File: src/rtl/a0_capture_fifo.sv
// rtl/a0_capture_fifo.sv - captures changes of register a0 into a show-ahead FIFO with drop accounting
module a0_capture_fifo #(
    parameter int WIDTH = 32,
    parameter int DEPTH = 8
) (
    input  logic                       clk,
    input  logic                       rst,
    input  logic [WIDTH-1:0]           a0,
    input  logic                       en,
    output logic [WIDTH-1:0]           out_data,
    output logic                       out_valid,
    input  logic                       out_ready,
    output logic [$clog2(DEPTH):0]     count,
    output logic                       overflow,
    output logic [7:0]                 drop_cnt
);

    localparam int AW = $clog2(DEPTH);
    localparam int CW = AW + 1;

    logic [WIDTH-1:0] mem [DEPTH];
    logic [WIDTH-1:0] prev;
    logic [AW-1:0]    head;
    logic [AW-1:0]    tail;

    logic change;
    logic full;
    logic pop;
    logic push;
    logic drop;

    // A change is only a push when there is room, or when a pop frees a slot on the same edge
    always_comb begin
        change = en && (a0 != prev);
        full   = (count == CW'(DEPTH));
        pop    = out_valid && out_ready;
        push   = change && (!full || pop);
        drop   = change && full && !pop;
    end

    assign out_valid = (count != '0);
    assign out_data  = mem[head];

    // Control state: change tracker, pointers, occupancy and drop accounting
    always_ff @(posedge clk) begin
        if (rst) begin
            prev     <= '0;
            head     <= '0;
            tail     <= '0;
            count    <= '0;
            overflow <= 1'b0;
            drop_cnt <= '0;
        end else begin
            if (change) begin
                prev <= a0;
            end
            if (push) begin
                tail <= tail + AW'(1);
            end
            if (pop) begin
                head <= head + AW'(1);
            end
            if (push && !pop) begin
                count <= count + CW'(1);
            end else if (pop && !push) begin
                count <= count - CW'(1);
            end
            if (drop) begin
                overflow <= 1'b1;
                if (drop_cnt != 8'hFF) begin
                    drop_cnt <= drop_cnt + 8'd1;
                end
            end
        end
    end

    // Storage array is written only on accepted pushes and carries no reset
    always_ff @(posedge clk) begin
        if (!rst && push) begin
            mem[tail] <= a0;
        end
    end

endmodule

File: config.mk
export PLATFORM = sky130hd
export DESIGN_NAME = a0_capture_fifo
export DESIGN_NICKNAME = d
export VERILOG_FILES = /design/src/rtl/a0_capture_fifo.sv
export SDC_FILE = /design/constraint.sdc
export NUM_CORES = 1
export LEC_CHECK = 0
export ABC_CLOCK_PERIOD_IN_PS = 17300
export CORE_UTILIZATION = 66
export CTS_BUF_LIST = sky130_fd_sc_hd__clkbuf_8
export CTS_CLUSTER_SIZE = 14
export DETAILED_ROUTE_END_ITERATION = 8
export HOLD_SLACK_MARGIN = 0.02
export PLACE_DENSITY = 0.88
export SLEW_MARGIN = 20
export SYNTH_ARGS = -nofsm -noshare
export SYNTH_HDL_FRONTEND = slang
export SYNTH_SLANG_ARGS = --single-unit
File: constraint.sdc
create_clock -name clk -period 17.3 [get_ports clk]
set_input_delay 3.46 -clock clk [delete_from_list [all_inputs] [get_ports clk]]
set_output_delay 3.46 -clock clk [all_outputs]
set_load 0.1 [all_outputs]
==> Word-level counts from Yosys, hierarchy flattened <==
Memory sizes are Yosys's and may differ from the RTL's. A register that Yosys moved wholly into a read port is not among the register bits.
Cells that the tools add are included.
{ "totals": {"output_inout_bits": 46, "n_memories": 1, "ram_bits": 256, "reg_bits": 51} }
{ "memory_table": {"columns": ["name", "depth", "word_bits", "read_ports", "rd_clocked_by_memory_dff", "wr", "line", "source"], "rows": [
  ["mem", 8, 32, 1, 1, 1, "21", "logic [WIDTH-1:0] mem [DEPTH];"]
]} }
{ "classes": {"add_sub_neg": 5, "eq_ne": 3, "mux": 6, "n_reduce_logical": 16} }
{ "op_table": {"columns": ["operator", "count"], "rows": [
  ["inequality test 32 bit", 1],
  ["adder 8 x 1 -> 8 bit (second input constant)", 1],
  ["logical AND 1 bit", 8],
  ["two-way mux 4 bit", 2],
  ["inequality test 8 bit (second input constant)", 1],
  ["adder 3 x 1 -> 3 bit (second input constant)", 2],
  ["two-way mux 3 bit", 2],
  ["adder 4 x 1 -> 4 bit (second input constant)", 1],
  ["equality test 4 bit (second input constant)", 1],
  ["zero test 1 bit", 4],
  ["nonzero test 4 bit", 1],
  ["subtractor 4 x 1 -> 4 bit (second input constant)", 1],
  ["two-way mux 1 bit", 2],
  ["AND reduction 2 bit", 1],
  ["nonzero test 2 bit", 1],
  ["logical OR 1 bit", 1]
]} }

==> Longest topological paths before layout <==
{ "logic_depth": {"depth_word": 8, "ltp_mapped": 14, "ltp_nobuf": 14} }

==> Worst setup path after synthesis <==
OpenSTA, ideal clock, no wires.
{ "synth_path": {"kind": "input to register", "startpoint": "input a0[29]", "endpoint": "memory mem[0][0], enable pin", "t_arrival_ns": 7.497, "path_stages": 6, "slack_ns": 9.291, "cell_sequence": "xnor2_1 > nand4_1 > nor4_2 > a21boi_2 > nand2_4 > nor4b_1"} }
{ "synth_via": {"elab_chain_len": 6} }
{ "synth_lines": {"columns": ["item", "line", "source"], "rows": [
  ["start, declared", "8", "input logic [WIDTH-1:0] a0,"],
  ["inequality test 32 bit", "34", "change = en && (a0 != prev);"],
  ["logical AND 1 bit", "34", null],
  ["logical AND 1 bit", "37", "push = change && (!full || pop);"],
  ["logical AND 1 bit", "79", "if (!rst && push) begin"],
  ["two-way mux 1 bit", "79", null],
  ["two-way mux 1 bit (implied by the code)", "80", "mem[tail] <= a0;"],
  ["end, declared", "21", null]
]} }
No other way between the ends.

==> metrics.yaml <==
logic_synthesis:
  synthMuxAreaShare_pct: 17.7
  synth_cells: 646
  syn_nets: 689
  synth-simple-area-share_pct: 4.28
  syn_area_um2: 12200
  synth.largest_area_cell: "edfxtp_1"
  synth_xor_xnor_area_share_pct: 2.65
  synth_edf_count: 256
  netlist.area_leader.share_pct: 62.8
  synthTopCellsByArea: "edfxtp_1 63%, mux4_2 12%, dfxtp_1 8.8%"
  ys_seq_elements: 310
  ys.flop_type: "edfxtp_1"
  ys_seq_area_share_pct: 71.6
  synthAdderAreaFrac_pct: 0.777
  ys_types: 51
  syn_area_per_cell_um2: 19.0
  synth_warnings: 0
  async_flop_share_pct: 0
  synth_compound_area_share_pct: 1.40
  synth_top_family_by_area: "multiplexers"
sta:
  finalCritPeriodShare_pct: 42.5
  slew-limit-headroom_pct: 26.1
  fmax_mhz: 136
  fin_crit_ps: 7350
  setup_viol: 0
  rsz0062_at_grt: "false"
  finalHoldViolations: 0
  setup_ws_ps: 9950
  setup_tns_ps: 0
  skew_ps: 18.3
  drv_slew: 0
  worstMarginPinSlew_ps: 1110
clocking:
  numCtsBuffers: 47
  root_buffer: "clkbuf_8"
  clock_path_buffers: 3
  cts_tree: "built"
  clkTransAtPathRegs_ps: 70
  post_cts_buffers: 0
  cts.repair.resized: 0
  htreeDepth: 2
  clkSinkCount: 310
  hold_buffers: 0
  clk_latency_ps: 560
worst_setup_path:
  cp.arrival_ps: 3890
  critPathKind: "reg -> out"
  required_ps: 13840
  end_kind: "primary output"
  r2r-start: "prev[4]"
  cp_top_family: "buffers and inverters"
  critPathMaxStageDelay_ps: 970
  critPathMaxFanout: 34
  critPathLaunchType: "flop"
  path_buf_inv: 2
  path_cells: "buf_4, mux4_2, mux2_2, clkdlybuf4s50_1"
  crit_path_top_delay_cell: "clkdlybuf4s50_1"
routing:
  antenna_left: 0
  wirelength_mm: 24.1
  drt_iter0_drc: 541
  wl_per_cell_um: 23.5
  drc: 6
  vias: 6356
  viasPerCell: 6.20
  dr.pass1.iters: 7
die:
  fp.dieArea_um2: 19100
  io_pins: 82
  fp-row-count: 49
  die_w_um: 138
  start_util_pct: 67.7
  core-area_um2: 18100
  dieHeight_um: 138
final_layout:
  nets: 802
  stdcell_area_um2: 14200
  area_growth_pct: 15.9
  seqCellArea_um2: 8770
  post_route_cells_drive_above_1_share_pct: 23.9
  fillers: 877
  multi_input_area_um2: 3330
  final_common_cell: "edfxtp_1"
  layout_common_cells: "256 x edfxtp_1, 80 x clkdlybuf4s50_1, 64 x mux4_2"
  antenna_cells: 0
place:
  hpwl_mm: 14.1
  globalplace.congestion: 0.771
  preCtsSetupSlack_ps: 10170
  port_buffers: 81
  placed_cell_area_um2: 13300
power_and_ir_drop:
  leakagePower_uw: 0.00466
  power_uw: 2080
  p_per_area_nw_per_um2: 147
  peakVddDrop_v: 0.000120
global_route:
  grt_pass1_wl_mm: 37.2
  globalRouteOverflowTotal: 0
  grt_pass1_vias: 6763
  antenna_found_initial: 0
  grt_usage_pct: 26.2
  grt_max_degree: 65
status:
  violations: "design-rule violations"
  status: "finished with violations"
hold_path:
  min_from: "drop_cnt[4]"
  hold_path_class: "reg -> reg"
job:
  drv_cap: 0
==> stage by stage <==
stage,util [%],instances,hold WS [ps]
after CTS,78.4,1025,498
after global routing,78.5,1025,536
after global placement,73.5,939,457
after detailed placement,73.5,939,485
after floorplan,-,646,454
final,78.5,1025,494
==> registers in the layout, summed over array words and instances, names as in the netlist, named ones only <==
signal and cells:
drop_cnt 8, prev 32, overflow 1, count 4
mem 256, tail 3, head 3
==> area by class of cell <==
class                           count  area share, %
Clock inverter                     33           1.16
Tap cell                          229           2.02
Timing Repair Buffer               94           6.37
Clock buffer                       53           5.14
Inverter                            2         0.0529
Multi-Input combinational cell    304           23.4
Sequential cell                   310           61.8
==> cells in the mapped netlist (2+ instances only) <==
cell	count
xnor2_1	34
buf_12	3
o41ai_1	2
nand4_1	9
dfxtp_1	54
ha_1	6
mux2i_1	33
nor3_1	4
nand2b_1	3
nor4_2	3
mux2_1	3
buf_2	7
nor3_2	2
a21oi_1	10
nand3_1	4
nor4_1	3
mux4_2	64
nand2_1	10
nor2_1	47
nand3b_1	2
clkbuf_1	15
or3_1	2
nor2b_1	4
xor2_1	3
edfxtp_1	256
o21ai_0	5
a31oi_1	2
mux2_2	32
buf_1	2
==> final timing paths <==
path	slack, ps	endpoint	cells after the start
max reg2reg	13890	count[3]	14
max	9950	out_data[22]	4
min reg2reg	490	drop_cnt[4]	2
min	490	drop_cnt[4]	2
==> cells by family (layout without fill, tap and decap cells) <==
family                     Yosys count  count (layout)
AOI/OAI and AO/OA                   27              27
xor gates and xnor gates            37              37
adders and majority gates            7               7
buffers and inverters               32             182
DFF                                310             310
muxes                              132             132
and+or+nand+nor                    101             101
==> report_power, final <==
part	internal [µW]	leakage, µW	switching, µW
combinational	226	0.00139	427
sequential	835	0.00276	35.0
clock	295	0.000512	264
==> metal layers <==
layer / track usage, % / wire length, µm
met4: 8.81 / 480
met2: 44.3 / 12400
met1: 34.9 / 9540
met3: 4.99 / 1640
met5: 0 / 0
==> worst reg2reg max path, delay by kind of cell (launching register included) <==
| family | cells | cell delay (ps) |
|---|---|---|
| buffers and inverters | 2 | 180 |
| DFF | 1 | 320 |
| adders and majority gates | 2 | 460 |
| and+or+nand+nor | 4 | 1260 |
| AOI/OAI and AO/OA | 4 | 740 |
| xor gates and xnor gates | 2 | 380 |
No activity file was read; power rests on OpenSTA's default activity.
